===== src/rtl/sync_fifo_param.sv =====
// sync_fifo_param: single-clock FIFO with occupancy count, threshold flags, error pulses and optional FWFT output
module sync_fifo_param #(
    parameter int DATA_WIDTH = 32,
    parameter int DEPTH      = 8,
    parameter int AF_LEVEL   = DEPTH - 2,
    parameter int AE_LEVEL   = 2,
    parameter int FWFT       = 0,
    localparam int CW        = $clog2(DEPTH + 1)
) (
    input  logic                  clk,
    input  logic                  rst,
    input  logic                  en,
    input  logic                  wr,
    input  logic [DATA_WIDTH-1:0] din,
    input  logic                  rd,
    output logic [DATA_WIDTH-1:0] dout,
    output logic                  dout_valid,
    output logic                  full,
    output logic                  empty,
    output logic                  almost_full,
    output logic                  almost_empty,
    output logic [CW-1:0]         count,
    output logic                  overflow,
    output logic                  underflow
);
    localparam int PW = $clog2(DEPTH);

    logic [DATA_WIDTH-1:0] mem_q [DEPTH];
    logic [PW-1:0]         wr_ptr_q, wr_ptr_d, rd_ptr_q, rd_ptr_d;
    logic [CW-1:0]         count_q, count_d;
    logic [DATA_WIDTH-1:0] dout_q, dout_d;
    logic                  dout_valid_q, overflow_q, underflow_q;
    logic                  rd_ok, wr_ok;

    assign empty        = count_q == '0;
    assign full         = count_q == CW'(DEPTH);
    assign almost_full  = count_q >= CW'(AF_LEVEL);
    assign almost_empty = count_q <= CW'(AE_LEVEL);
    assign count        = count_q;
    assign overflow     = overflow_q;
    assign underflow    = underflow_q;
    assign dout         = FWFT != 0 ? (empty ? '0 : mem_q[rd_ptr_q]) : dout_q;
    assign dout_valid   = FWFT != 0 ? !empty : dout_valid_q;

    // Accept decisions and next-state; a read frees a slot so a full FIFO can still take a write
    always_comb begin
        rd_ok    = en && rd && !empty;
        wr_ok    = en && wr && (!full || rd_ok);
        wr_ptr_d = wr_ok ? ((wr_ptr_q == PW'(DEPTH - 1)) ? '0 : wr_ptr_q + 1'b1) : wr_ptr_q;
        rd_ptr_d = rd_ok ? ((rd_ptr_q == PW'(DEPTH - 1)) ? '0 : rd_ptr_q + 1'b1) : rd_ptr_q;
        count_d  = (wr_ok && !rd_ok) ? count_q + 1'b1 :
                   (rd_ok && !wr_ok) ? count_q - 1'b1 : count_q;
        dout_d   = rd_ok ? mem_q[rd_ptr_q] : dout_q;
    end

    // Control state with synchronous active-low reset taking priority over enable
    always_ff @(posedge clk) begin
        if (!rst) begin
            wr_ptr_q     <= '0;
            rd_ptr_q     <= '0;
            count_q      <= '0;
            dout_q       <= '0;
            dout_valid_q <= 1'b0;
            overflow_q   <= 1'b0;
            underflow_q  <= 1'b0;
        end else begin
            wr_ptr_q     <= wr_ptr_d;
            rd_ptr_q     <= rd_ptr_d;
            count_q      <= count_d;
            dout_q       <= dout_d;
            dout_valid_q <= rd_ok;
            overflow_q   <= en && wr && !wr_ok;
            underflow_q  <= en && rd && !rd_ok;
        end
    end

    // Storage array is never cleared; writes are blocked while reset is asserted
    always_ff @(posedge clk) begin
        if (rst && wr_ok) mem_q[wr_ptr_q] <= din;
    end
endmodule


===== config.mk =====
export PLATFORM = sky130hd
export DESIGN_NAME = sync_fifo_param
export DESIGN_NICKNAME = d
export VERILOG_FILES = /design/src/rtl/sync_fifo_param.sv
export SDC_FILE = /design/constraint.sdc
export NUM_CORES = 1
export LEC_CHECK = 0
export CAP_MARGIN = 20
export CORE_AREA = 3 3 155 157
export DETAILED_ROUTE_END_ITERATION = 8
export DIE_AREA = 0 0 158 160
export GPL_TIMING_DRIVEN = 0
export PLACE_DENSITY = 0.68
export SLEW_MARGIN = 20
export SYNTH_ARGS = -nofsm -noshare
export SYNTH_HDL_FRONTEND = slang
export SYNTH_SLANG_ARGS = --single-unit

===== constraint.sdc =====
create_clock -name clk -period 4.77 [get_ports clk]
set_input_delay 0.954 -clock clk [delete_from_list [all_inputs] [get_ports clk]]
set_output_delay 0.954 -clock clk [all_outputs]
set_load 0.03 [all_outputs]

== Yosys cells after proc, flatten, opt, wreduce, memory -nomap -nowiden ==
Memory sizes are Yosys's and may differ from the RTL's. A register that Yosys moved wholly into a read port is not among the register bits.
Index checks and enable logic that the tools add are counted.

* Mux-type cells: 6
* Eq/ne operators: 3
* Magnitude comparators: 2
* Reduce and logical (&&, ||, !) cells: 17
* Add/sub/neg operators: 4

{| class="wikitable"
|+ Operators by type and width
! kind !! count
|-
| 1-bit logical AND || 9
|-
| 4-bit 2-to-1 mux || 2
|-
| 3-bit by 1-bit adder with 3-bit output, second input constant || 2
|-
| 3-bit == test, second input constant || 2
|-
| 3-bit 2-to-1 mux || 2
|-
| 1-bit zero test || 5
|-
| 4-bit by 1-bit adder with 4-bit output, second input constant || 1
|-
| 4-bit == test, second input constant || 1
|-
| 4-bit by 3-bit >= comparator with 1-bit output, second input constant || 1
|-
| 4-bit by 2-bit <= comparator with 1-bit output, second input constant || 1
|-
| 4-bit zero test || 1
|-
| 4-bit by 1-bit subtractor with 4-bit output, second input constant || 1
|-
| 1-bit 2-to-1 mux || 2
|-
| 2-bit nonzero test || 1
|-
| 1-bit logical OR || 1
|}

* Bits in writable memories: 256
* Memories kept: 1
* Word-level logic and storage cells: 39
* Bits of input ports: 37
* Flip-flop bits (word level): 13

{| class="wikitable"
|+ Memory list
! memory !! depth !! bits a word !! rd ports !! clocked after Yosys merged registers in !! wr ports !! RTL line !! RTL
|-
| mem_q || 8 || 32 || 1 || 1 || 1 || 28 || <nowiki>logic [DATA_WIDTH-1:0] mem_q [DEPTH];</nowiki>
|}

== Depth between registers and ports, before layout ==
* Depth after elaboration: 9
* Gate-level depth with buffers: 11
* Gate-level depth less buffers: 11

== Least setup slack after synthesis ==
Ideal clock, no wire load.

* Kind: input-to-reg
* Start point: input rst
* End point: memory mem_q[0][0], enable pin
* Slack: 0.519 ns
* Data arrival time: 3.790 ns
* Required time: 4.309 ns
* Buffers on the path: 1
* Library setup time: 0.461 ns
* Cell stages on the path: 5
* Path through: clkbuf_1 > nand3_1 > a21oi_1 > nand2b_1 > nor3_1

* Word-level cells in the longest chain between the ends: 3

{| class="wikitable"
|+ Ends and longest elaborated chain
! what !! RTL line !! RTL
|-
| from (decl) || 11 || <nowiki>input logic rst,</nowiki>
|-
| 1-bit logical AND || 79 || <nowiki>if (rst && wr_ok) mem_q[wr_ptr_q] <= din;</nowiki>
|-
| 1-bit 2-to-1 mux || 79 ||
|-
| 1-bit 2-to-1 mux (implied by the code) || 79 ||
|-
| to (decl) || 28 ||
|}

Every way passes these cells.

== Worst setup path after layout ==
* Start point: register count_q[0], in the netlist count[0]
* End point: output empty

* Word-level cells in the longest chain between the ends: 1

{| class="wikitable"
|+ Ends and longest elaborated chain
! what !! RTL line !! RTL
|-
| from (decl) || 30 || <nowiki>logic [CW-1:0] count_q, count_d;</nowiki>
|-
| from (signal assigned) || 69 || <nowiki>count_q <= count_d;</nowiki>
|-
| 4-bit zero test || 35 || <nowiki>assign empty = count_q == '0;</nowiki>
|-
| to (decl) || 19 || <nowiki>output logic empty,</nowiki>
|}

Every way passes these cells.

==> metrics.cfg <==
[outcome]
outcome=complete, no violations

[worst_setup_path]
crit_type=register to output port
cp.arrival_ns=2.29
cp.required_ns=3.82
r2r_slack_ns=1.96
slowest_delay_ns=0.68
end_kind=output port
cp_cell_sequence=or4_4 -> inv_2 -> clkdlybuf4s50_1
worst-path-max-fanout=7
crit_family=buffers and inverters
critical_path.slowest_cell=clkdlybuf4s50_1
critPathLaunchType=register
critPathBufInv=2

[logic_synthesis]
async_flop_share_pct=0
synthTopCellsByArea=edfxtp_1 (69%), mux4_2 (13%), dfxtp_1 (8.1%)
ys_warn_count=0
synth_fp_nets=610
ys_ff_latch=301
syn_area_per_cell_um2=19.8
synth-edff-count=256
yosysUniqueCellTypes=34
synth_top_cell_area_share_pct=68.9
synthesis.instances=565
yosysSeqAreaShare_pct=76.9
syn_area_um2=11200
synth_ff_type=edfxtp_1
synth_top_area_cell=edfxtp_1

[floorplan]
dieArea_um2=25300
rows=55
core-area_um2=22600
die_w_um=158
pin_count=80
die_h_um=160
floorplan.initialDensity_pct=49.3

[clocking]
root_buffer=clkbuf_16
cts_tree=yes
htreeDepth=1
clk_latency_ns=0.55
postCtsSetupBuffers=0
cts_max_path_buffers=3
numCtsBuffers=29
holdBufCountCts=0
ctsResizeCount=0
cts_sinks=301
path_clk_slew_ns=0.06

[sta]
final-hold-violation-count=0
min_period_over_period_pct=68.0
skew_ns=0.0180
slew_violations=0
slew_headroom_pct=43.6
setup_viol=0
tightest_slew_ns=0.847
max_freq_mhz=308
setup_ws_ns=1.53
setup_tns_ns=0
fin_crit_ns=3.24
rsz0062_at_grt=no

[route]
firstDrtPassIters=5
avgViaCountPerCell=5.78
vias=5774
wl_per_cell_um=23.9
ant_nets=0
wl_um=23800
drc=0
drtIter0Drc=561

[layout]
syn_to_final_growth_pct=21.8
layout.cells.non_filler=999
diodes=0
nNetsFinal=737
fillers=1590
drive_gt1_share_pct=21.1
mostFrequentLayoutCells=edfxtp_1 (256), clkdlybuf4s50_1 (78), mux4_2 (64), dfxtp_1 (45), nor2_1 (35)
layout_commonest_cell=edfxtp_1

[hold_path]
holdCritPathClass=register to register

[job]
drv_cap=0

[place]
dpl.cell_count=946
dp_hpwl_um=15400
io_buffers=78
pre_cts_ws_ns=1.11
gp_congestion=0.705

[power]
vdd_drop_max_uv=263
power_mw=6.58
leakage_nw=4.38
p_per_area_nw_per_um2=484

[global_routing]
grt_overflow=0
grt_first_pass_wirelength_um=36600
grt_use_total_pct=19.2
antenna_found_initial=0
grt_max_degree=20
grt_pass1_vias=6064

[metrics by stage]
stage | utilization [%] | instance area, µm² | hold slack (ns)
floorplan | - | 11200 | 0.461
global placement | 54.3 | 12300 | 0.496
detailed placement | 56.0 | 12700 | 0.497
CTS | 60.1 | 13600 | 0.517
global route | 60.1 | 13600 | 0.545
finish | 60.1 | 13600 | 0.513
[logic make-up after synthesis]
family / share of synthesized area [%]
buf+inv: 1.49
flops: 76.9
compound gates: 3.93
mux: 13.3
simple gates: 3.24
fa+ha+maj: 0.964
xor+xnor: 0.157
[area by class of cell]
type / count / area (µm²) / share of cell area, %
Clock inverter: 11 / 110 / 0.810
Timing Repair Buffer: 96 / 1110 / 8.17
Multi-Input combinational cell: 231 / 2460 / 18.1
Clock buffer: 42 / 805 / 5.92
Buffer: 30 / 155 / 1.14
Tap cell: 285 / 357 / 2.62
Inverter: 3 / 11.3 / 0.0828
Sequential cell: 301 / 8590 / 63.2
[report_power, final]
part	total (mW)	internal, mW	switching [mW]
clock network	2.19	1.28	0.917
logic	1.32	0.583	0.740
registers	3.06	2.98	0.0882
[cell usage after synthesis, types with 2 or more instances]
master    count
edfxtp_1    256
mux4_2       64
dfxtp_1      45
nor2_1       41
o21ai_0      32
o22ai_1      32
clkbuf_1     15
nand2_1      11
buf_2        10
ha_1          7
nand2b_1      5
a21boi_1      4
mux2i_1       4
a21oi_1       3
and2_1        3
buf_6         3
nand3_1       3
nor2b_1       3
a211oi_1      2
and3_1        2
buf_4         2
inv_2         2
nand3b_1      2
nor3_1        2
or3_1         2
xnor2_1       2
[worst paths after layout]
kind,startpoint,end,cells past startpoint
worst max-delay path,count[0],empty,3
worst min-delay path,dout[29],dout[29],2
worst max register to register,count[1],count[3],11
worst min register to register,dout[29],dout[29],2
[flip-flops by register name, summed over array words and instances (netlist names)]
signal / cells
dout: 32
dout_valid: 1
rd_ptr_q: 3
count: 4
wr_ptr_q: 3
underflow: 1
mem_q: 256
overflow: 1
[tightest hold or removal path, stage by stage, from the launching register on]
cell and delay, ns:
dfxtp_1 0.32, o21ai_0 0.08, nor2_1 0.08
[routing by layer]
layer  routed length, µm  global-route usage, %  share of wire (%)  vias to the layer above
li1                    -                      -                  -                     2544
met1                9940                   27.0                 42                     3001
met2               12100                   31.8                 51                      199
met3                1440                   3.06                6.1                       30
met4                 371                   4.97                1.6                        0
met5                   0                      0                  0                        -
Note: power is estimated with default switching activity, not from simulation.
